$ cat src/rtl/punc_loader_pkg.sv
// Shared types and constants for the PUnC boot loader: frame states, sync byte,
// error codes and the memory write payload.
package punc_loader_pkg;

    localparam int unsigned BYTE_W = 8;
    localparam int unsigned WORD_W = 16;
    localparam int unsigned ERR_W  = 2;

    typedef enum logic [3:0] {
        ST_IDLE    = 4'd0,
        ST_ADDR_HI = 4'd1,
        ST_ADDR_LO = 4'd2,
        ST_CNT_HI  = 4'd3,
        ST_CNT_LO  = 4'd4,
        ST_DATA_HI = 4'd5,
        ST_DATA_LO = 4'd6,
        ST_CSUM_HI = 4'd7,
        ST_CSUM_LO = 4'd8,
        ST_DONE    = 4'd9,
        ST_ERROR   = 4'd10
    } state_t;

    localparam logic [BYTE_W-1:0] LOADER_SYNC = 8'hA5;

    localparam logic [ERR_W-1:0] LOADER_ERR_NONE    = 2'd0;
    localparam logic [ERR_W-1:0] LOADER_ERR_CSUM    = 2'd1;
    localparam logic [ERR_W-1:0] LOADER_ERR_TIMEOUT = 2'd2;

    typedef struct packed {
        logic [WORD_W-1:0] addr;
        logic [WORD_W-1:0] data;
    } mem_req_t;

    // A frame is in progress from the address header through the checksum.
    function automatic logic is_busy(input state_t s);
        return (s >= ST_ADDR_HI) && (s <= ST_CSUM_LO);
    endfunction

endpackage

$ cat src/rtl/punc_loader_timer.sv
// Inter-byte idle counter; expired flags the edge at which the idle count
// reaches TIMEOUT_CYCLES.
module punc_loader_timer #(
    parameter int unsigned TIMEOUT_CYCLES = 65535
) (
    input  logic clk,
    input  logic rst,
    input  logic i_clear,
    input  logic i_enable,
    output logic o_expired_c
);

    localparam int unsigned CNT_W = 16;
    localparam logic [CNT_W-1:0] LAST_CNT = CNT_W'(TIMEOUT_CYCLES - 1);

    logic [CNT_W-1:0] r_cnt;

    always_ff @(posedge clk) begin
        if (rst || i_clear || !i_enable) begin
            r_cnt <= '0;
        end else begin
            r_cnt <= r_cnt + CNT_W'(1);
        end
    end

    // Not masked by clear: a byte arriving on the expiring edge still loses.
    assign o_expired_c = i_enable && (r_cnt == LAST_CNT);

endmodule

$ cat src/rtl/punc_loader.sv
// Boot-time frame loader: parses the byte stream, writes LC3 words to memory
// and holds the PUnC core in reset until a frame passes its checksum.
module punc_loader
    import punc_loader_pkg::*;
#(
    parameter int unsigned TIMEOUT_CYCLES = 65535
) (
    input  logic        clk,
    input  logic        rst,
    input  logic        in_valid,
    input  logic [7:0]  in_data,
    output logic        in_ready,
    output logic        mem_wr,
    output logic [15:0] mem_addr,
    output logic [15:0] mem_wdata,
    output logic        core_rst,
    output logic        done,
    output logic [1:0]  err,
    output logic        busy
);

    state_t              r_state, w_state_nx;
    logic [WORD_W-1:0]   r_base, w_base_nx;
    logic [WORD_W-1:0]   r_cnt, w_cnt_nx;
    logic [WORD_W-1:0]   r_index, w_index_nx;
    logic [WORD_W-1:0]   r_xor, w_xor_nx;
    logic [BYTE_W-1:0]   r_hi, w_hi_nx;
    logic [BYTE_W-1:0]   r_csum_hi, w_csum_hi_nx;
    mem_req_t            r_req, w_req_nx;
    logic                r_mem_wr, w_mem_wr_nx;
    logic                r_core_rst, w_core_rst_nx;
    logic                r_done, w_done_nx;
    logic [ERR_W-1:0]    r_err, w_err_nx;
    logic                r_busy;
    logic                r_in_ready;

    logic                w_accept;
    logic                w_expired;
    logic [WORD_W-1:0]   w_word;
    logic [WORD_W-1:0]   w_index_inc;

    assign w_accept    = in_valid && r_in_ready;
    assign w_word      = {r_hi, in_data};
    assign w_index_inc = r_index + WORD_W'(1);

    punc_loader_timer #(
        .TIMEOUT_CYCLES(TIMEOUT_CYCLES)
    ) u_timer (
        .clk        (clk),
        .rst        (rst),
        .i_clear    (w_accept),
        .i_enable   (r_busy),
        .o_expired_c(w_expired)
    );

    // State and datapath registers
    always_ff @(posedge clk) begin
        if (rst) begin
            r_state    <= ST_IDLE;
            r_base     <= '0;
            r_cnt      <= '0;
            r_index    <= '0;
            r_xor      <= '0;
            r_hi       <= '0;
            r_csum_hi  <= '0;
            r_req      <= '0;
            r_mem_wr   <= 1'b0;
            r_core_rst <= 1'b1;
            r_done     <= 1'b0;
            r_err      <= LOADER_ERR_NONE;
            r_busy     <= 1'b0;
            r_in_ready <= 1'b0;
        end else begin
            r_state    <= w_state_nx;
            r_base     <= w_base_nx;
            r_cnt      <= w_cnt_nx;
            r_index    <= w_index_nx;
            r_xor      <= w_xor_nx;
            r_hi       <= w_hi_nx;
            r_csum_hi  <= w_csum_hi_nx;
            r_req      <= w_req_nx;
            r_mem_wr   <= w_mem_wr_nx;
            r_core_rst <= w_core_rst_nx;
            r_done     <= w_done_nx;
            r_err      <= w_err_nx;
            r_busy     <= is_busy(w_state_nx);
            r_in_ready <= 1'b1;
        end
    end

    // Next-state and next-output logic
    always_comb begin
        w_state_nx    = r_state;
        w_base_nx     = r_base;
        w_cnt_nx      = r_cnt;
        w_index_nx    = r_index;
        w_xor_nx      = r_xor;
        w_hi_nx       = r_hi;
        w_csum_hi_nx  = r_csum_hi;
        w_req_nx      = r_req;
        w_mem_wr_nx   = 1'b0;
        w_core_rst_nx = r_core_rst;
        w_done_nx     = r_done;
        w_err_nx      = r_err;

        if (w_expired) begin
            w_state_nx = ST_ERROR;
            w_err_nx   = LOADER_ERR_TIMEOUT;
        end else if (w_accept) begin
            unique case (r_state)
                ST_IDLE, ST_DONE, ST_ERROR: begin
                    if (in_data == LOADER_SYNC) begin
                        w_state_nx    = ST_ADDR_HI;
                        w_core_rst_nx = 1'b1;
                        w_done_nx     = 1'b0;
                        w_err_nx      = LOADER_ERR_NONE;
                        w_xor_nx      = '0;
                        w_index_nx    = '0;
                    end
                end
                ST_ADDR_HI: begin
                    w_base_nx  = {in_data, r_base[BYTE_W-1:0]};
                    w_state_nx = ST_ADDR_LO;
                end
                ST_ADDR_LO: begin
                    w_base_nx  = {r_base[WORD_W-1:BYTE_W], in_data};
                    w_state_nx = ST_CNT_HI;
                end
                ST_CNT_HI: begin
                    w_cnt_nx   = {in_data, r_cnt[BYTE_W-1:0]};
                    w_state_nx = ST_CNT_LO;
                end
                ST_CNT_LO: begin
                    w_cnt_nx   = {r_cnt[WORD_W-1:BYTE_W], in_data};
                    w_state_nx = ({r_cnt[WORD_W-1:BYTE_W], in_data} == '0) ? ST_CSUM_HI
                                                                            : ST_DATA_HI;
                end
                ST_DATA_HI: begin
                    w_hi_nx    = in_data;
                    w_state_nx = ST_DATA_LO;
                end
                ST_DATA_LO: begin
                    w_mem_wr_nx   = 1'b1;
                    w_req_nx.addr = r_base + r_index;
                    w_req_nx.data = w_word;
                    w_index_nx    = w_index_inc;
                    w_xor_nx      = r_xor ^ w_word;
                    w_state_nx    = (w_index_inc == r_cnt) ? ST_CSUM_HI : ST_DATA_HI;
                end
                ST_CSUM_HI: begin
                    w_csum_hi_nx = in_data;
                    w_state_nx   = ST_CSUM_LO;
                end
                ST_CSUM_LO: begin
                    if ({r_csum_hi, in_data} == r_xor) begin
                        w_state_nx    = ST_DONE;
                        w_done_nx     = 1'b1;
                        w_core_rst_nx = 1'b0;
                    end else begin
                        w_state_nx = ST_ERROR;
                        w_err_nx   = LOADER_ERR_CSUM;
                    end
                end
                default: begin
                    w_state_nx = ST_IDLE;
                end
            endcase
        end
    end

    assign in_ready  = r_in_ready;
    assign mem_wr    = r_mem_wr;
    assign mem_addr  = r_req.addr;
    assign mem_wdata = r_req.data;
    assign core_rst  = r_core_rst;
    assign done      = r_done;
    assign err       = r_err;
    assign busy      = r_busy;

endmodule

$ cat config.mk
export PLATFORM = sky130hd
export DESIGN_NAME = punc_loader
export DESIGN_NICKNAME = d
export VERILOG_FILES = /design/src/rtl/punc_loader_pkg.sv /design/src/rtl/punc_loader_timer.sv /design/src/rtl/punc_loader.sv
export SDC_FILE = /design/constraint.sdc
export NUM_CORES = 1
export LEC_CHECK = 0
export ABC_AREA = 0
export CAP_MARGIN = 30
export CORE_MARGIN = 2
export CORE_UTILIZATION = 53
export DETAILED_ROUTE_END_ITERATION = 16
export PLACE_DENSITY_LB_ADDON = 0.1
export SLEW_MARGIN = 20
export SYNTH_ARGS = -nofsm -noshare
export SYNTH_HDL_FRONTEND = slang
export SYNTH_SLANG_ARGS = --single-unit
export TNS_END_PERCENT = 5
$ cat constraint.sdc
create_clock -name clk -period 2.5 [get_ports clk]
set_input_delay 0.5 -clock clk [delete_from_list [all_inputs] [get_ports clk]]
set_output_delay 0.5 -clock clk [all_outputs]
set_load 0.01 [all_outputs]
==> results of run 1 <==
final timing paths:
check         startpoint           end  cells past startpoint
max reg2reg   r_index[0]  mem_addr[14]                     10
min          mem_addr[9]   mem_addr[9]                      2
max           in_data[1]          busy                      8
min reg2reg  mem_addr[9]   mem_addr[9]                      2
timing repair:
| action | in CTS | in global routing |
|---|---|---|
| pin swaps | 0 | 5 |
| setup buffers | 0 | 1 |
| setup endpoints to repair | 6 | 23 |
| hold buffers | 0 | 0 |
| endpoints found under the hold margin | 0 | 0 |
| gates resized for setup | 1 | 14 |
power by group through the flow:
stage / Clock, mW / Sequential [mW] / Combinational [mW]
2_1_floorplan: 0 / 2.28 / 0.111
3_3_place_gp: 0 / 2.28 / 0.198
3_5_place_dp: 0 / 2.28 / 0.201
4_1_cts: 2.32 / 2.23 / 0.203
5_1_grt: 2.40 / 2.23 / 0.225
6_report: 2.27 / 2.23 / 0.210
synthesized netlist by cell type, drive strengths merged (10+ instances only):
| master | number |
|---|---|
| nor3 | 16 |
| ha | 18 |
| buf | 12 |
| xnor2 | 20 |
| nand2 | 83 |
| clkbuf | 34 |
| or3 | 11 |
| mux2i | 45 |
| nand3 | 51 |
| inv | 10 |
| nor2 | 113 |
| xor2 | 57 |
| o21ai | 26 |
| a211oi | 13 |
| dfxtp | 139 |
| nand4 | 14 |
| a21oi | 64 |
per-stage QoR:
step / hold WS [ps] / area [um2] / total power, mW / worst slack (ps)
floorplan: 445 / 6940 / 2.39 / 9.41
global placement: 439 / 7950 / 2.48 / -430
detailed placement: 445 / 7950 / 2.48 / -509
CTS: 453 / 8500 / 4.75 / 30.2
global route: 473 / 8570 / 4.86 / -42.2
finish: 451 / 8570 / 4.71 / 70.6
worst min-delay path: stages (launching register included):
cell and delay (ps):
dfxtp_1 310, nand2_1 50, a21oi_1 50
cell type report:
type,instances,area (um2),share of cell area
inverter,12,45.0,0.00526
clock buffer,19,443,0.0517
clock inverter,13,95.1,0.0111
tap,172,215,0.0251
sequential,139,2780,0.325
multi-input combinational,628,3980,0.464
timing repair buffer,107,1010,0.118
sequential cells by signal, summed over array words and instances (netlist names):
register,count
r_base,16
r_cnt,16
u_timer.r_cnt,16
r_state,4
done,1
r_index,16
r_hi,8
mem_wdata,16
core_rst,1
busy,1
mem_wr,1
in_ready,1
r_xor,16
err,2
mem_addr,16
r_csum_hi,8
logic make-up (layout without fill, tap and decap cells):
family / Yosys count / after routing / share of synthesized area
simple gates: 337 / 337 / 0.228
flops: 139 / 139 / 0.402
fa+ha+maj: 19 / 19 / 0.0354
compound gates: 150 / 150 / 0.138
buf+inv: 58 / 151 / 0.0343
xor+xnor: 77 / 77 / 0.0973
mux: 45 / 45 / 0.0650
metal layers:
layer / up-vias / part of all wire
met4: 0 / 0.033
met1: 2915 / 0.43
met3: 46 / 0.058
met2: 221 / 0.48
met5: - / 0
li1: 3043 / -
==> impl_metrics.toml, run 1 <==
[cells_and_area]
fill_cells = 1038
num-nets-final = 935
layout_commonest_cell = "dfxtp_1"
antenna_cells = 0
syn_to_final_growth_pct = 23.7
mostFrequentLayoutCells = "dfxtp_1 (138), nor2_1 (110), nand2_1 (82), a21oi_1 (64), xor2_1 (57)"
fin_util = 0.676
stdcell_count = 1090
drive_gt1_frac = 0.125

[global_route]
busiest_layer = "met2"
grt_max_degree = 93
grtUsageMet3 = 0.0420
grt_pass1_wl_um = 29100
track_usage = 0.257
grt_util_met2 = 0.425
antenna_found_initial = 0
use_met1 = 0.326
grt-ovfl-total = 0
grt_pass1_vias = 5927

[routing]
drt-wirelength-per-cell_um = 16.1
via_count = 6225
firstDrtPassIters = 5
drtIter0Drc = 505
drc = 0
antenna_left = 0
drt_wl_total_um = 17600
routed_via_density = 5.71

[worst_setup_path]
criticalPathCategory = "primary input to register"
slowest_delay_ps = 550
critPathBufInv = 2
path_cells = "clkdlybuf4s50_1, or4_4, buf_4, o41ai_2, a211oi_4, o221a_2, a31oi_1, a41o_1"
slowest_stage = "or4_4"
cp-start-kind = "primary input"
critical-path-top-delay-family = "compound AO/OA/AOI/OAI gates"
crit_required_ps = 2860
cp_max_fo = 3
cp-end-kind = "register"
rrSetupSlack_ps = 160
crit_arrival_ps = 2790

[die]
die_area_um2 = 14000
initial_utilization = 0.547
die_x_um = 118
fp.dieH_um = 118
num_io_pins = 50
core_area_um2 = 12700
num_rows = 41

[job]
max_cap_viol_count = 0

[timing]
setup_viol = 0
fin_worst_skew_ps = 8.73
finalCriticalPeriod_ps = 2430
maxSlewHeadroom = 0.594
max_slew.worst_pin.slew_ps = 607
fin_tns_setup_ps = 0
fmaxAchievable_ghz = 0.412
drv_slew = 0
rsz0062_at_grt = "true"
hold_violations = 0
finalCritPeriodShare = 0.972

[pwr]
netSwitchingFraction = 0.235
powerDensity_nw_per_um2 = 550
power_frac_seq = 0.474
p_leak_nw = 3.38
vdd_ir_drop_max_uv = 353
pwr-share-comb = 0.045
clkPwrFrac = 0.481
p_sw_mw = 1.11
internal-power_mw = 3.60

[synthesis]
yosysTopAreaCellShare = 0.402
ys_seq_elements = 139
ys_types = 61
yosysTopAreaCell = "dfxtp_1"
netlist_area_um2 = 6930
async_flop_share = 0
ys_top_cells_by_area = "dfxtp_1 (40%), xor2_1 (7.2%), mux2i_1 (6.5%), nor2_1 (6.0%), a21oi_1 (4.6%)"
synth_nets = 855
synth-edff-count = 0
postSynthCellCount = 825
yosysWarnings = 0
syn_area_per_cell_um2 = 8.40
ys.flop_type = "dfxtp_1"
ys_seq_area_frac = 0.402

[placed_design]
io_buffers = 49
hpwlAfterDp_um = 12400
dp.cells = 1057
gp_congestion = 0.885

[clock_network]
cts_tree = "yes"
cts_root_buffer = "clkbuf_16"
clockBufferDepth = 2
clk_pin_slew_worst_paths_ps = 60
clkSinkCount = 139
numCtsBuffers = 17
clk_latency_ps = 420
cts_htree_levels = 4

[status]
status = "finished, final reports clean"

[hold_path]
hold_path_class = "register to register"
Note: power is estimated with default switching activity, not from simulation.
==> inputs of run 2 (changes only) <==
- SKIP_LAST_GASP: not set -> 1
==> run 2 against run 1 <==
Total power about the same; worst hold slack about the same; sequential share of layout area about the same; combinational power about the same; via count about the same; sequential cell count unchanged.
==> impl_metrics.toml, run 2 (synthesis results as in run 1) <==
[placed_design]
dp.cells = 1057
io_buffers = 49
gp_congestion = 0.885
hpwlAfterDp_um = 12400

[worst_setup_path]
cp-start-kind = "primary input"
cp-end-kind = "register"
crit_required_ps = 2860
crit_arrival_ps = 2780
critical-path-top-delay-family = "compound AO/OA/AOI/OAI gates"
criticalPathCategory = "primary input to register"
slowest_delay_ps = 550
slowest_stage = "or4_4"
path_cells = "clkdlybuf4s50_1, or4_4, buf_4, o41ai_2, a211oi_4, o221a_2, a31oi_1, a41o_1"
critPathBufInv = 2
cp_max_fo = 3

[clock_network]
clk_latency_ps = 420
numCtsBuffers = 17
cts_root_buffer = "clkbuf_16"
clockBufferDepth = 2
clkSinkCount = 139
clk_pin_slew_worst_paths_ps = 60
cts_tree = "yes"
cts_htree_levels = 4
holdBufCountCts = 0

[cells_and_area]
layout_commonest_cell = "dfxtp_1"
ff_latch_area_um2 = 2780
antenna_cells = 0
stdcell_count = 1090
mostFrequentLayoutCells = "dfxtp_1 (139), nor2_1 (110), nand2_1 (82), a21oi_1 (64), xor2_1 (57)"
drive_gt1_frac = 0.123
multiInputGateArea_um2 = 3970
syn_to_final_growth_pct = 23.6
fill_cells = 1039
num-nets-final = 935

[timing]
timing.hold.ws_ps = 451
drv_slew = 0
fmaxAchievable_ghz = 0.413
maxSlewHeadroom = 0.600
setup_viol = 0
rsz0062_at_grt = "true"
finalCritPeriodShare = 0.968
hold_violations = 0
finalCriticalPeriod_ps = 2420
max_slew.worst_pin.slew_ps = 599
fin_worst_skew_ps = 8.79

[global_route]
grt_max_degree = 93
grt_pass1_wl_um = 29100
grt-ovfl-total = 0
grt_pass1_vias = 5927
antenna_found_initial = 0
track_usage = 0.257

[job]
max_cap_viol_count = 0

[die]
core_area_um2 = 12700
num_rows = 41
num_io_pins = 50
initial_utilization = 0.547
die_x_um = 118
die_area_um2 = 14000
fp.dieH_um = 118

[routing]
drt_wl_total_um = 17600
drtIter0Drc = 522
drc = 0
drt-wirelength-per-cell_um = 16.1
firstDrtPassIters = 7
routed_via_density = 5.71
via_count = 6229
antenna_left = 0

[hold_path]
hold_path_class = "register to register"

[pwr]
p_leak_nw = 3.38
p_total_mw = 4.71
vdd_ir_drop_max_uv = 354
powerDensity_nw_per_um2 = 550

[status]
status = "finished, final reports clean"
==> run 2: cell types whose count changed in the layout (fill, tap and decap cells not counted) <==
cell             previous run  this run
o311ai_0                    1         2
clkdlybuf4s50_1            46        47
dlymetal6s2s_1              2         1
dfxtp_1                   138       139
ha_1                       17        18
o311ai_1                    1         0
ha_2                        1         0
dfxtp_2                     1         0
==> run 2: power breakdown <==
part / switching [mW] / total [mW] / leakage [nW] / internal [mW]
clock network: 0.971 / 2.27 / 0.260 / 1.30
logic: 0.129 / 0.211 / 2.00 / 0.0820
registers: 0.00984 / 2.23 / 1.12 / 2.22
==> run 2: layout make-up <==
class                      instances  share of cell area
tap                              172              0.0251
clock buffer                      19              0.0517
inverter                          12             0.00526
timing repair buffer             107               0.118
clock inverter                    13              0.0111
sequential                       139               0.325
multi-input combinational        628               0.464
==> run 2: path summary, 6_finish.rpt <==
check | startpoint | to | slack [ps] | depth (start not counted)
worst max-delay path | in_data[1] | busy | 80 | 8
worst min-delay path | mem_addr[9] | mem_addr[9] | 450 | 2
worst max register to register | r_index[1] | r_state[1] | 120 | 8
worst min register to register | mem_addr[9] | mem_addr[9] | 450 | 2
==> run 2: layer usage <==
metal  global-route usage  routed length (um)  vias to the layer above
met5                    0                   0                        -
met4                0.120                 553                        0
met2                0.425                8340                      215
met3               0.0420                 998                       41
met1                0.326                7660                     2928
li1                     -                   -                     3045
==> run 2: worst reg2reg max path: stages, from the launching register on <==
cell and delay [ps]:
dfxtp_1 460, ha_1 350, nand3_2 210, or4_1 560
o21ai_0 180, o21bai_1 80, o22ai_1 150, nand4_1 150
a31oi_1 180
==> run 2: per-stage QoR <==
stage	TNS [ps]	worst slack [ps]	cell area (um2)	util
after floorplan	0	9.41	6940	-
after global placement	-10750	-430	7950	0.628
after CTS	0	30.2	8500	0.671
after global routing	-111	-44.7	8560	0.676
after detailed placement	-15340	-509	7950	0.628
final	0	80.3	8560	0.676
==> run 2: repair_timing <==
action,CTS,global route
resized for setup,1,10
setup endpoints to repair,6,23
pin swaps,0,5
buffers inserted,0,1
==> inputs of run 3 (changes only) <==
- CELL_PAD_IN_SITES_DETAIL_PLACEMENT: not set -> 0
- CELL_PAD_IN_SITES_GLOBAL_PLACEMENT: not set -> 1
- CORE_UTILIZATION: 53 -> 40
- SKIP_LAST_GASP: 1 -> not set
==> run 3 against run 2 <==
Sequential share of layout area shrank 0.79 points; clock power grew 6%; sequential cell count is the same; clock skew is essentially flat; core utilization shrank 16 points; setup slack lost 26 ps; critical path depth grew 2; global-route usage shrank 4.5 points; critical endpoint is now r_index[13]; largest power group unchanged.
==> impl_metrics.toml, run 3 (synthesis results as in run 1) <==
[status]
status = "finished, final reports clean"

[routing]
drt-wirelength-per-cell_um = 16.3
firstDrtPassIters = 5
drtIter0Drc = 269
drt_wl_total_um = 18800
via_count = 6054
routed_via_density = 5.25
antenna_left = 0
drc = 0

[timing]
finalCriticalPeriod_ps = 2450
maxSlewHeadroom = 0.584
finalCritPeriodShare = 0.978
hold_violations = 0
fmaxAchievable_ghz = 0.409
drv_slew = 0
fin_ws_ps = 54.8
max_slew.worst_pin.slew_ps = 622
fin_worst_skew_ps = 8.68
setup_viol = 0

[pwr]
p_sw_mw = 1.17
powerDensity_nw_per_um2 = 554
pwr-share-comb = 0.046
p_total_mw = 4.86
power_frac_seq = 0.459
vdd_ir_drop_max_uv = 348
clkPwrFrac = 0.496
internal-power_mw = 3.69
netSwitchingFraction = 0.241
p_leak_nw = 3.49

[die]
initial_utilization = 0.405
die_area_um2 = 18400
die_x_um = 136
num_io_pins = 50
fp.dieH_um = 136
num_rows = 48
core_area_um2 = 17100

[worst_setup_path]
reg2reg_depth = 11
cp-start-kind = "primary input"
crit_required_ps = 2810
crit_arrival_ps = 2750
criticalPathCategory = "primary input to register"
cp-end-kind = "register"
cp_max_fo = 8
worstReg2RegStart = "r_index[0]"
crit-reg2reg-capture = "mem_addr[10]"
rrSetupSlack_ps = 190

[hold_path]
hold-path-cell-count = 2
hold_start = "mem_addr[12]"
hold_path_class = "register to register"
holdPathEnd = "mem_addr[12]"

[cells_and_area]
drive_gt1_frac = 0.134
stdcell_count = 1153
layout_commonest_cell = "dfxtp_1"
mostFrequentLayoutCells = "dfxtp_1 (139), nor2_1 (109), nand2_1 (82), a21oi_1 (64), buf_4 (58)"
num-nets-final = 945
syn_to_final_growth_pct = 26.7
antenna_cells = 0

[clock_network]
clkSinkCount = 139
cts_setup_buffers = 0
cts_htree_levels = 4
clk_latency_ps = 420
clk_pin_slew_worst_paths_ps = 60
numCtsBuffers = 17
cts_tree = "yes"
clockBufferDepth = 2
cts_root_buffer = "clkbuf_16"

[job]
max_cap_viol_count = 0

[placed_design]
dp.cells = 1120
hpwlAfterDp_um = 13300
io_buffers = 49
gp_congestion = 0.868
pre_cts_ws_ps = -446

[global_route]
antenna_found_initial = 0
grt-ovfl-total = 0
grt_pass1_vias = 5763
grt_pass1_wl_um = 30200
grt_max_degree = 93
track_usage = 0.211
-- run 3: changes by cell type in the layout (fill, tap and decap cells not counted), sizes merged --
cell,change
dlymetal6s2s,+4
clkdlybuf4s50,-4
clkbuf,-1
bufinv,+1
inv,+2
clkinv,-2
buf,+9
clkinvlp,+1
-- run 3: what timing repair did --
action                                  CTS  global route
endpoints found under the setup margin    0            39
hold buffers                              0             0
endpoints found under the hold margin     0             0
gates resized for setup                   0            19
-- run 3: cell type report --
cell class / count / area, um2
tap: 225 / 282
clock inverter: 15 / 140
fill: 1657 / 8340
inverter: 12 / 45.0
multi-input combinational: 628 / 3970
timing repair buffer: 117 / 1130
sequential: 139 / 2780
clock buffer: 17 / 425
-- run 3: per-stage QoR --
stage / TNS [ps] / util / hold WS [ps] / cell area, um2
4_1_cts: 0 / 0.507 / 453 / 8670
6_report: 0 / 0.513 / 449 / 8780
3_3_place_gp: -13420 / 0.474 / 438 / 8110
5_1_grt: -4.29 / 0.513 / 474 / 8780
2_1_floorplan: 0 / - / 445 / 6940
3_5_place_dp: -15890 / 0.474 / 445 / 8110
-- run 3: worst max-delay path by stage --
stage | start | slack (ps) | end
finish | in_data[7] | 50 | r_index[13]
global route | in_data[7] | -3 | r_index[13]
CTS | in_data[1] | 2 | r_xor[2]
detailed placement | in_data[1] | -450 | r_xor[9]
global placement | in_data[1] | -380 | r_index[7]
floorplan | in_data[3] | 9 | r_index[7]
-- run 3: critical path: stages --
cell and delay (ps):
clkdlybuf4s50_1 640, nand4_1 260, o31ai_4 240, a22oi_2 130, o32ai_4 210, buf_6 160
nand2_4 60, o21ai_4 280, clkbuf_16 220, nor2_1 40
-- run 3: per-layer routing --
metal,share of wire,vias to the layer above,wire (um),global-route usage
li1,-,3066,-,-
met1,0.48,2834,9050,0.287
met2,0.46,127,8570,0.332
met3,0.040,27,754,0.0415
met4,0.022,0,419,0.0799
met5,0,-,0,0
-- run 3: power groups by stage --
stage	logic [mW]	clock network [mW]	registers, mW
2_1_floorplan	0.111	0	2.28
3_3_place_gp	0.213	0	2.28
3_5_place_dp	0.214	0	2.28
4_1_cts	0.215	2.47	2.23
5_1_grt	0.239	2.58	2.23
6_report	0.223	2.41	2.23
